--- src/rtl/fifo_frame_reader_if.sv ---
// Stream and FIFO read-port bundle for fifo_frame_reader.
// The design side is "master"; the FIFO model and sink side is "slave".
interface fifo_frame_reader_if #(
  parameter int DATA_WIDTH = 32
);
  logic [DATA_WIDTH-1:0] fifo_rd_data;
  logic                  fifo_rd_empty;
  logic                  fifo_rd_en;
  logic [DATA_WIDTH-1:0] m_data;
  logic                  m_valid;
  logic                  m_last;
  logic                  m_ready;

  modport master (
    input  fifo_rd_data, fifo_rd_empty, m_ready,
    output fifo_rd_en, m_data, m_valid, m_last
  );

  modport slave (
    output fifo_rd_data, fifo_rd_empty, m_ready,
    input  fifo_rd_en, m_data, m_valid, m_last
  );
endinterface

--- src/rtl/fifo_frame_reader.sv ---
// Drains a 1-cycle-latency FIFO read port into a valid/ready stream, grouping
// FRAME_LEN words per frame and closing each frame with an XOR checksum beat.
module fifo_frame_reader #(
  parameter int DATA_WIDTH = 32,
  parameter int FRAME_LEN  = 16,
  parameter int FCNT_WIDTH = 16
) (
  input  logic                  clk,
  input  logic                  rst_n,
  input  logic                  en,
  fifo_frame_reader_if.master   bus,
  output logic [FCNT_WIDTH-1:0] frame_cnt,
  output logic                  busy
);

  localparam int IW = $clog2(FRAME_LEN + 1);

  typedef enum logic [1:0] {IDLE, READ, WAIT_DATA, CSUM} state_t;

  state_t                state, state_nxt;
  logic [IW-1:0]         issued;
  logic                  inflight;
  logic [DATA_WIDTH-1:0] csum;
  logic [DATA_WIDTH-1:0] d0, d1;
  logic                  l0, l1;
  logic [1:0]            occ;

  logic                  pop, room, rd_en, csum_push, frame_start, push, push_last;
  logic [DATA_WIDTH-1:0] push_data;

  assign pop  = (occ != 2'd0) && bus.m_ready;
  // occ + inflight - pop < 2, rearranged to stay unsigned
  assign room = ({1'b0, occ} + {2'b00, inflight}) < (3'd2 + {2'b00, pop});

  assign rd_en     = (state == READ) && (issued < IW'(FRAME_LEN)) && !bus.fifo_rd_empty && room;
  assign csum_push = (state == CSUM) && ((occ != 2'd2) || pop);

  // Checksum and captured data never compete: no read is in flight during CSUM.
  assign push      = inflight || csum_push;
  assign push_data = inflight ? bus.fifo_rd_data : csum;
  assign push_last = !inflight;

  always_comb begin
    state_nxt   = state;
    frame_start = 1'b0;
    case (state)
      IDLE: begin
        if (en) begin
          state_nxt   = READ;
          frame_start = 1'b1;
        end
      end
      READ: begin
        if (rd_en && (issued == IW'(FRAME_LEN - 1))) state_nxt = WAIT_DATA;
      end
      // The final read lands at the end of this cycle, so csum is final for CSUM.
      WAIT_DATA: state_nxt = CSUM;
      CSUM: begin
        if (csum_push) begin
          if (en) begin
            state_nxt   = READ;
            frame_start = 1'b1;
          end else begin
            state_nxt = IDLE;
          end
        end
      end
      default: state_nxt = IDLE;
    endcase
  end

  always_ff @(posedge clk or negedge rst_n) begin
    if (!rst_n) begin
      state     <= IDLE;
      issued    <= '0;
      inflight  <= 1'b0;
      csum      <= '0;
      busy      <= 1'b0;
      frame_cnt <= '0;
    end else begin
      state    <= state_nxt;
      inflight <= rd_en;
      busy     <= (state_nxt != IDLE);
      if (frame_start)  issued <= '0;
      else if (rd_en)   issued <= issued + IW'(1);
      if (frame_start)  csum <= '0;
      else if (inflight) csum <= csum ^ bus.fifo_rd_data;
      if (pop && l0) frame_cnt <= frame_cnt + FCNT_WIDTH'(1);
    end
  end

  // Two-entry output buffer; d0/l0 is always the head.
  always_ff @(posedge clk or negedge rst_n) begin
    if (!rst_n) begin
      d0  <= '0;
      d1  <= '0;
      l0  <= 1'b0;
      l1  <= 1'b0;
      occ <= 2'd0;
    end else begin
      case (occ)
        2'd0: begin
          if (push) begin
            d0  <= push_data;
            l0  <= push_last;
            occ <= 2'd1;
          end
        end
        2'd1: begin
          if (push && pop) begin
            d0 <= push_data;
            l0 <= push_last;
          end else if (push) begin
            d1  <= push_data;
            l1  <= push_last;
            occ <= 2'd2;
          end else if (pop) begin
            occ <= 2'd0;
          end
        end
        2'd2: begin
          if (pop) begin
            d0 <= d1;
            l0 <= l1;
            if (push) begin
              d1 <= push_data;
              l1 <= push_last;
            end else begin
              occ <= 2'd1;
            end
          end
        end
        default: occ <= 2'd0;
      endcase
    end
  end

  assign bus.fifo_rd_en = rd_en;
  assign bus.m_data     = d0;
  assign bus.m_last     = l0;
  assign bus.m_valid    = (occ != 2'd0);

endmodule

--- src/flat_wrapper.sv ---
// flat-port wrapper written by rule: the top's interface ports become plain ports
module fifo_frame_reader_flat 
#(
  parameter int DATA_WIDTH = 32,
  parameter int FRAME_LEN  = 16,
  parameter int FCNT_WIDTH = 16
)
  (clk, rst_n, en, frame_cnt, busy, bus_fifo_rd_data, bus_fifo_rd_empty, bus_m_ready, bus_fifo_rd_en, bus_m_data, bus_m_valid, bus_m_last);
  fifo_frame_reader_if #(.DATA_WIDTH(DATA_WIDTH)) bus_i ();
  input  logic clk;
  input  logic rst_n;
  input  logic en;
  output logic [FCNT_WIDTH-1:0] frame_cnt;
  output logic busy;
  input wire logic [$bits(bus_i.fifo_rd_data)-1:0] bus_fifo_rd_data;
  input wire logic [$bits(bus_i.fifo_rd_empty)-1:0] bus_fifo_rd_empty;
  input wire logic [$bits(bus_i.m_ready)-1:0] bus_m_ready;
  output wire logic [$bits(bus_i.fifo_rd_en)-1:0] bus_fifo_rd_en;
  output wire logic [$bits(bus_i.m_data)-1:0] bus_m_data;
  output wire logic [$bits(bus_i.m_valid)-1:0] bus_m_valid;
  output wire logic [$bits(bus_i.m_last)-1:0] bus_m_last;
  assign bus_i.fifo_rd_data = bus_fifo_rd_data;
  assign bus_i.fifo_rd_empty = bus_fifo_rd_empty;
  assign bus_i.m_ready = bus_m_ready;
  assign bus_fifo_rd_en = bus_i.fifo_rd_en;
  assign bus_m_data = bus_i.m_data;
  assign bus_m_valid = bus_i.m_valid;
  assign bus_m_last = bus_i.m_last;
  fifo_frame_reader #(.DATA_WIDTH(DATA_WIDTH), .FRAME_LEN(FRAME_LEN), .FCNT_WIDTH(FCNT_WIDTH)) u_core (.clk(clk), .rst_n(rst_n), .en(en), .bus(bus_i), .frame_cnt(frame_cnt), .busy(busy));
endmodule
--- config.mk ---
export PLATFORM = sky130hd
export DESIGN_NAME = fifo_frame_reader_flat
export DESIGN_NICKNAME = d
export VERILOG_FILES = /design/src/rtl/fifo_frame_reader_if.sv /design/src/rtl/fifo_frame_reader.sv /design/src/flat_wrapper.sv
export SDC_FILE = /design/constraint.sdc
export NUM_CORES = 1
export LEC_CHECK = 0
export BUFFER_PORTS_ARGS = -buffer_cell sky130_fd_sc_hd__clkbuf_2
export CAP_MARGIN = 20
export CORE_MARGIN = 2
export CORE_UTILIZATION = 30
export CTS_BUF_LIST = sky130_fd_sc_hd__clkbuf_8
export CTS_CLUSTER_DIAMETER = 60
export CTS_CLUSTER_SIZE = 30
export DETAILED_ROUTE_END_ITERATION = 8
export SETUP_SLACK_MARGIN = 0.1
export SLEW_MARGIN = 15
export SYNTH_ARGS = -nofsm -noshare
export SYNTH_HDL_FRONTEND = slang
export SYNTH_SLANG_ARGS = --single-unit
--- constraint.sdc ---
create_clock -name clk -period 2.6 [get_ports clk]
set_input_delay 0.52 -clock clk [delete_from_list [all_inputs] [get_ports clk]]
set_output_delay 0.52 -clock clk [all_outputs]
set_load 0.05 [all_outputs]
Yosys cells after proc, flatten, opt, wreduce, memory -nomap -nowiden --
Index checks and enable logic that the tools add are counted.
Word-level totals: bits in registers 125, input port bits 37, output and inout port bits 52, logic and storage cells 90
Cells by class: add/subtract/negate cells 4, order comparisons 2, equality and inequality tests 13, muxes and demuxes 36, bitwise gates (word level) 1, reduce and logical (&&, ||, !) cells 23
Operators by type and width (count):
- 32-bit 2-to-1 mux | 9
- 32-bit case mux with 3 select lines | 1
- 32-bit case mux with 2 select lines | 1
- 32-bit bitwise XOR | 1
- 2-bit 2-to-1 mux | 9
- 16-bit by 1-bit adder with 16-bit output, second input constant | 1
- 5-bit 2-to-1 mux | 2
- 2-bit nonzero test | 5
- 1-bit 2-to-1 mux | 9
- 1-bit logical AND | 8
- 2-bit case mux with 4 select lines | 1
- 2-bit equality test, second input constant | 3
- 2-bit by 1-bit inequality test with 1-bit output, second input constant | 3
- 2-bit inequality test, second input constant | 3
- 2-bit case mux with 3 select lines | 1
- 5-bit by 1-bit adder with 5-bit output, second input constant | 1
- 5-bit by 4-bit equality test with 1-bit output, second input constant | 1
- 5-bit < comparator, second input constant | 1
- 5-bit AND reduction | 1
- 2-bit by 1-bit equality test with 1-bit output, second input constant | 2
- 2-bit logical NOT | 2
- 1-bit case mux with 2 select lines | 2
- 4-bit AND reduction | 1
- 2-bit by 1-bit adder with 3-bit output | 1
- other kinds (8) | 10

Depth between registers and ports, before layout --
depth in word-level cells 9, gate-level depth with buffers 7, depth with buffers taken out 7

Least setup slack after synthesis --
Ideal clock, no wire load.
kind register to output, start point register u_core.occ[0], end point output bus_fifo_rd_en, data arrival time 1723 ps, required time 2080 ps, setup slack 357 ps, stages on the path, launching flop included 6, buffers on the path 0, path through dfrtp_1 ha_1 ha_1 nor2_1 nand3_1 nor2_1
Between the ends: longest elaborated chain between the ends 5, elaborated cells between the ends (all ways) 6, classes of those cells add/sub: 2; order compare: 1; reduce/logical: 3
Ends and longest elaborated chain:
- start, declared | line fifo_frame_reader.sv:26 | logic [1:0] occ;
- start signal, assigned | line fifo_frame_reader.sv:99 | occ <= 2'd0;
- start signal, assigned | line fifo_frame_reader.sv:106 | occ <= 2'd1;
- start signal, assigned | line fifo_frame_reader.sv:116 | occ <= 2'd2;
- 2-bit nonzero test | line fifo_frame_reader.sv:31 | assign pop = (occ != 2'd0) && bus.m_ready;
- 1-bit logical AND | line fifo_frame_reader.sv:31
- 2-bit by 1-bit adder with 3-bit output | line fifo_frame_reader.sv:33 | assign room = ({1'b0, occ} + {2'b00, inflight}) < (3'd2 + {2'b00, pop});
- 3-bit < comparator * | line fifo_frame_reader.sv:33
- 1-bit logical AND * | line fifo_frame_reader.sv:35 | assign rd_en = (state == READ) && (issued < IW'(FRAME_LEN)) && !bus.fifo_rd_empty && room;
- end, declared | line flat_wrapper.sv:18 | output wire logic [$bits(bus_i.fifo_rd_en)-1:0] bus_fifo_rd_en;
Mark *: on every way between the ends. The rest lies on a longest branch, timed or not.

Worst setup path in the final report --
start point register u_core.inflight, end point output bus_fifo_rd_en
Between the ends: longest elaborated chain between the ends 3
Ends and longest elaborated chain:
- start, declared | line fifo_frame_reader.sv:22 | logic inflight;
- start signal, assigned | line fifo_frame_reader.sv:82 | inflight <= rd_en;
- 2-bit by 1-bit adder with 3-bit output | line fifo_frame_reader.sv:33
- 3-bit < comparator | line fifo_frame_reader.sv:33
- 1-bit logical AND | line fifo_frame_reader.sv:35
No other way between the ends.

==> metrics.txt <==
# TYPE chip_impl_metric gauge
chip_impl_info{name="run_status",value="finished, final reports clean"} 1
chip_impl_metric{name="crit_arrival",unit="ns"} 1.89
chip_impl_metric{name="max-vdd-ir-drop",unit="V"} 0.000293
chip_impl_info{name="r2r_path_end",value="u_core.bus.m_data[19]"} 1
chip_impl_metric{name="setup_slack_placement",unit="ns"} 0.352
chip_impl_metric{name="postSynthCellCount",unit=""} 602
chip_impl_metric{name="layout-drive-gt1-share",unit="%"} 25.7
chip_impl_metric{name="post_route_cell_area",unit="um^2"} 7200
chip_impl_metric{name="route.vias.total",unit=""} 4285
chip_impl_metric{name="synth_xor_area_share",unit="%"} 6.86
chip_impl_metric{name="number_of_nets_in_the_finished_design",unit=""} 735
chip_impl_metric{name="synth_compound_gate_area_share",unit="%"} 13.6
chip_impl_metric{name="starting_density_of_the_core",unit="%"} 30.8
chip_impl_metric{name="adder_and_majority_cell_fraction_of_the_synthesized_area",unit="%"} 2.08
chip_impl_metric{name="post-route-util",unit="%"} 36.9
chip_impl_info{name="critical_path.startpoint_type",value="register"} 1
chip_impl_metric{name="number_of_max_cap_violations",unit=""} 0
chip_impl_metric{name="leakagePower",unit="nW"} 3.53
chip_impl_metric{name="timing.final.crit_period",unit="ns"} 2.41
chip_impl_metric{name="synth_simple_gate_area_share",unit="%"} 15.9
chip_impl_metric{name="crit_path_max_incr_delay",unit="ns"} 0.49
chip_impl_metric{name="finalHoldViolCount",unit=""} 0
chip_impl_info{name="reg2reg_from",value="u_core.state[0]"} 1
chip_impl_metric{name="share_of_cell_area_taken_by_muxes_after_synthesis",unit="%"} 5.52
chip_impl_metric{name="worst_pin_slew",unit="ns"} 0.863
chip_impl_metric{name="insertion_delay",unit="ns"} 0.44
chip_impl_metric{name="estimated_wirelength_of_the_detail_placed_design",unit="mm"} 8.21
chip_impl_metric{name="routed_wire_length_per_instance",unit="um"} 13.2
chip_impl_metric{name="die_height",unit="um"} 145
chip_impl_metric{name="vias_in_the_first_global_route",unit=""} 4104
chip_impl_metric{name="setup_ws",unit="ns"} 0.194
chip_impl_metric{name="mappedNetlistArea",unit="um^2"} 6000
chip_impl_metric{name="setup-tns-final",unit="ns"} 0
chip_impl_metric{name="setup_failing_eps_final",unit=""} 0
chip_impl_metric{name="synthesis.nets",unit=""} 649
chip_impl_info{name="clockRootBuffer",value="sky130_fd_sc_hd__clkbuf_8"} 1
chip_impl_metric{name="required_time_reported_for_the_critical_path_endpoint",unit="ns"} 2.08
chip_impl_metric{name="post_synth_edffs",unit=""} 0
chip_impl_metric{name="floorplan.io_pins",unit=""} 89
chip_impl_info{name="combinational_family_with_the_most_area_after_synthesis",value="simple AND/OR/NAND/NOR gates"} 1
chip_impl_info{name="unrepaired_setup_endpoints_after_global_routing",value="no"} 1
chip_impl_metric{name="route.detailed.drc",unit=""} 0
chip_impl_metric{name="drt-initial-drc-count",unit=""} 154
chip_impl_metric{name="maximum_number_of_pins_on_one_net_before_global_route_repair",unit=""} 56
chip_impl_metric{name="fmax",unit="GHz"} 0.416
chip_impl_metric{name="clock_tree.buffer_depth",unit=""} 2
chip_impl_metric{name="reg2regPathDepth",unit=""} 6
chip_impl_metric{name="floorplan.die.width",unit="um"} 145
chip_impl_info{name="hold_path_class",value="input port to async pin"} 1
chip_impl_info{name="critical_path.endpoint_type",value="primary output"} 1
chip_impl_metric{name="n_fill_cell",unit=""} 2015
chip_impl_metric{name="synth-seq-area-share",unit="%"} 52.1
chip_impl_metric{name="crit_path_max_fo",unit=""} 9
chip_impl_info{name="worst_path_dominant_cell_family",value="flip-flops"} 1
chip_impl_metric{name="cts_inserted_buffers",unit=""} 17
chip_impl_metric{name="cts_hold_buffers",unit=""} 0
chip_impl_info{name="synthFlopType",value="sky130_fd_sc_hd__dfrtp_1"} 1
chip_impl_metric{name="die_area",unit="um^2"} 21200
chip_impl_metric{name="rows",unit=""} 51
chip_impl_metric{name="powerDensity",unit="nW/um^2"} 545
chip_impl_metric{name="place_congestion",unit=""} 0.716
chip_impl_metric{name="drt_pre_antenna_iters",unit=""} 5
chip_impl_metric{name="slew-limit-headroom",unit="%"} 42.5
chip_impl_metric{name="syn-mean-instance-area",unit="um^2"} 9.97
chip_impl_metric{name="global_route.usage.total",unit="%"} 12.6
chip_impl_metric{name="async_reset_ff_share",unit="%"} 100
chip_impl_metric{name="i_o_buffers",unit=""} 88
chip_impl_info{name="tritoncts",value="built"} 1
chip_impl_metric{name="timing.final.max_slew_violations",unit=""} 0
chip_impl_metric{name="vias_per_cell",unit=""} 4.43
chip_impl_metric{name="first_pass_grt_wire_length",unit="mm"} 21.2
chip_impl_metric{name="cts_sink_cnt",unit=""} 125
chip_impl_metric{name="syn_to_final_growth",unit="%"} 19.9
chip_impl_metric{name="reg2reg_slack",unit="ns"} 0.42
chip_impl_metric{name="timing.critical_path.buf_inv",unit=""} 1
chip_impl_metric{name="synth_cell_types",unit=""} 49
chip_impl_info{name="critPathMostFrequentCell",value="sky130_fd_sc_hd__ha_1"} 1
chip_impl_metric{name="synth.ff_latch_count",unit=""} 125
chip_impl_metric{name="antenna_violations_before_repair",unit=""} 1
chip_impl_metric{name="cts_max_level",unit=""} 4
chip_impl_metric{name="timing.clock.skew",unit="ns"} 0.0114
chip_impl_metric{name="placedInstanceArea",unit="um^2"} 6720
chip_impl_metric{name="grt_remaining_overflow",unit=""} 0
chip_impl_info{name="timing.critical_path.slowest_stage_cell",value="sky130_fd_sc_hd__dfrtp_4"} 1
chip_impl_metric{name="min_period_over_period",unit="%"} 92.5
chip_impl_info{name="timing_worst_setup_path_type",value="register to primary output"} 1
chip_impl_metric{name="clk_pin_slew",unit="ns"} 0.07
chip_impl_info{name="crit_path_cell_trace",value="ha_1 > ha_1 > o21a_4 > nor2_4 > clkbuf_8"} 1
chip_impl_metric{name="postRouteAntennaNets",unit=""} 0
chip_impl_metric{name="synth-warning-count",unit=""} 0
chip_impl_metric{name="wirelength",unit="mm"} 12.7
chip_impl_metric{name="core_region_area",unit="um^2"} 19500
-- state kept, by name, summed over array words and instances (netlist names) --
name               count
u_core.bus.m_data     32
u_core.bus.m_last      1
u_core.busy            1
u_core.csum           32
u_core.d1             32
u_core.frame_cnt      16
u_core.inflight        1
u_core.issued          5
u_core.l1              1
u_core.occ             2
u_core.state           2
-- report_power, final --
part | switching (mW) | total, mW | internal [mW]
combinational | 0.0618 | 0.0897 | 0.0278
sequential | 0.00105 | 1.94 | 1.94
clock | 0.841 | 1.89 | 1.04
total | 0.904 | 3.92 | 3.02
-- cell type report --
class / count / area (um^2) / share of cell area (%)
antenna: 1 / 2.50 / 0.0348
clock buffer: 17 / 234 / 3.25
clock inverter: 15 / 198 / 2.75
inverter: 6 / 22.5 / 0.313
multi-input combinational: 437 / 2690 / 37.3
sequential: 125 / 3130 / 43.5
tap: 265 / 332 / 4.61
timing repair buffer: 101 / 591 / 8.21
-- per-layer routing --
metal | global-route usage, % | vias up | wire [um]
li1 | - | 2194 | -
met1 | 16.1 | 2012 | 6030
met2 | 20.6 | 73 | 6020
met3 | 3.48 | 6 | 544
met4 | 4.41 | 0 | 140
met5 | 0 | - | 0
-- worst max path at each step --
stage                          from        endpoint  slack [ns]  cells after the start
floorplan             u_core.occ[0]  bus_fifo_rd_en        0.36                      5
global placement      u_core.occ[0]  bus_fifo_rd_en        0.40                      5
detailed placement    u_core.occ[0]  bus_fifo_rd_en        0.35                      5
CTS                 u_core.inflight  bus_fifo_rd_en        0.12                      5
global route        u_core.inflight  bus_fifo_rd_en        0.09                      5
finish              u_core.inflight  bus_fifo_rd_en        0.19                      5
-- synth_stat cells (2+ instances only) --
| library cell | count | area share, % |
|---|---|---|
| sky130_fd_sc_hd__o21a_1 | 2 | 0.25 |
| sky130_fd_sc_hd__dfrtp_1 | 125 | 52 |
| sky130_fd_sc_hd__buf_1 | 3 | 0.19 |
| sky130_fd_sc_hd__and3_1 | 3 | 0.31 |
| sky130_fd_sc_hd__a21oi_2 | 28 | 4.1 |
| sky130_fd_sc_hd__o31ai_1 | 4 | 0.50 |
| sky130_fd_sc_hd__o21ai_0 | 38 | 3.2 |
| sky130_fd_sc_hd__inv_1 | 6 | 0.38 |
| sky130_fd_sc_hd__nand3b_1 | 2 | 0.25 |
| sky130_fd_sc_hd__buf_4 | 3 | 0.38 |
| sky130_fd_sc_hd__buf_2 | 12 | 1.0 |
| sky130_fd_sc_hd__or4_1 | 2 | 0.25 |
| sky130_fd_sc_hd__clkbuf_8 | 3 | 0.69 |
| sky130_fd_sc_hd__or2_2 | 2 | 0.21 |
| sky130_fd_sc_hd__buf_6 | 4 | 0.75 |
| sky130_fd_sc_hd__nand4_1 | 6 | 0.63 |
| sky130_fd_sc_hd__a31o_2 | 2 | 0.29 |
| sky130_fd_sc_hd__ha_1 | 10 | 2.1 |
| sky130_fd_sc_hd__a21oi_1 | 43 | 3.6 |
| sky130_fd_sc_hd__nor2b_1 | 2 | 0.21 |
| sky130_fd_sc_hd__xor2_1 | 36 | 5.3 |
| sky130_fd_sc_hd__nand2_1 | 77 | 4.8 |
| sky130_fd_sc_hd__mux2i_1 | 32 | 5.3 |
| sky130_fd_sc_hd__nor2_1 | 106 | 6.6 |
| sky130_fd_sc_hd__or3_1 | 2 | 0.21 |
| sky130_fd_sc_hd__clkbuf_1 | 9 | 0.56 |
| sky130_fd_sc_hd__nand3_1 | 7 | 0.58 |
| sky130_fd_sc_hd__xnor2_1 | 11 | 1.6 |
| sky130_fd_sc_hd__o22ai_1 | 2 | 0.21 |
-- repair_timing --
action | CTS | global route
gates resized for setup | 6 | 3
gates cloned | 0 | 0
setup endpoints to repair | 1 | 1
buffers inserted | 1 | 0
-- through the flow --
stage                     power [mW]  hold WS [ns]  instances
after global routing            4.09        0.0704        966
after global placement          2.08         0.476        933
after CTS                       3.99        0.0416        966
after detailed placement        2.08         0.477        933
final                           3.92        0.0495        967
after floorplan                 1.99         0.224        602
-- placed cells by master (no fill, tap or decap), types with 2 or more instances in the layout --
cell type	netlist	routed
sky130_fd_sc_hd__dfrtp_1	125	123
sky130_fd_sc_hd__nor2_1	106	104
sky130_fd_sc_hd__clkbuf_2	0	86
sky130_fd_sc_hd__nand2_1	77	77
sky130_fd_sc_hd__a21oi_1	43	43
sky130_fd_sc_hd__o21ai_0	38	38
sky130_fd_sc_hd__xor2_1	36	36
sky130_fd_sc_hd__mux2i_1	32	32
sky130_fd_sc_hd__a21oi_2	28	28
sky130_fd_sc_hd__clkbuf_8	3	18
sky130_fd_sc_hd__xnor2_1	11	11
sky130_fd_sc_hd__ha_1	10	10
sky130_fd_sc_hd__buf_4	3	10
sky130_fd_sc_hd__inv_1	6	7
sky130_fd_sc_hd__nand3_1	7	6
sky130_fd_sc_hd__nand4_1	6	6
sky130_fd_sc_hd__clkinv_4	0	4
sky130_fd_sc_hd__bufinv_16	0	4
sky130_fd_sc_hd__and3_1	3	3
sky130_fd_sc_hd__o31ai_1	4	3
sky130_fd_sc_hd__clkinv_2	0	3
sky130_fd_sc_hd__buf_12	0	3
sky130_fd_sc_hd__or2_2	2	2
sky130_fd_sc_hd__o22ai_1	2	2
sky130_fd_sc_hd__a31o_2	2	2
sky130_fd_sc_hd__nor2b_1	2	2
sky130_fd_sc_hd__nand3b_1	2	2
sky130_fd_sc_hd__or3_1	2	2
sky130_fd_sc_hd__or4_1	2	2
sky130_fd_sc_hd__clkinvlp_4	0	2
-- cells by family (layout without fill, tap and decap cells) --
kind of cell | Yosys count | count (layout)
compound gates | 127 | 127
buf+inv | 40 | 139
mux | 33 | 33
xor+xnor | 47 | 47
other cells | 0 | 1
flops | 125 | 125
fa+ha+maj | 10 | 10
simple gates | 220 | 220
(Power assumes the default switching activity.)
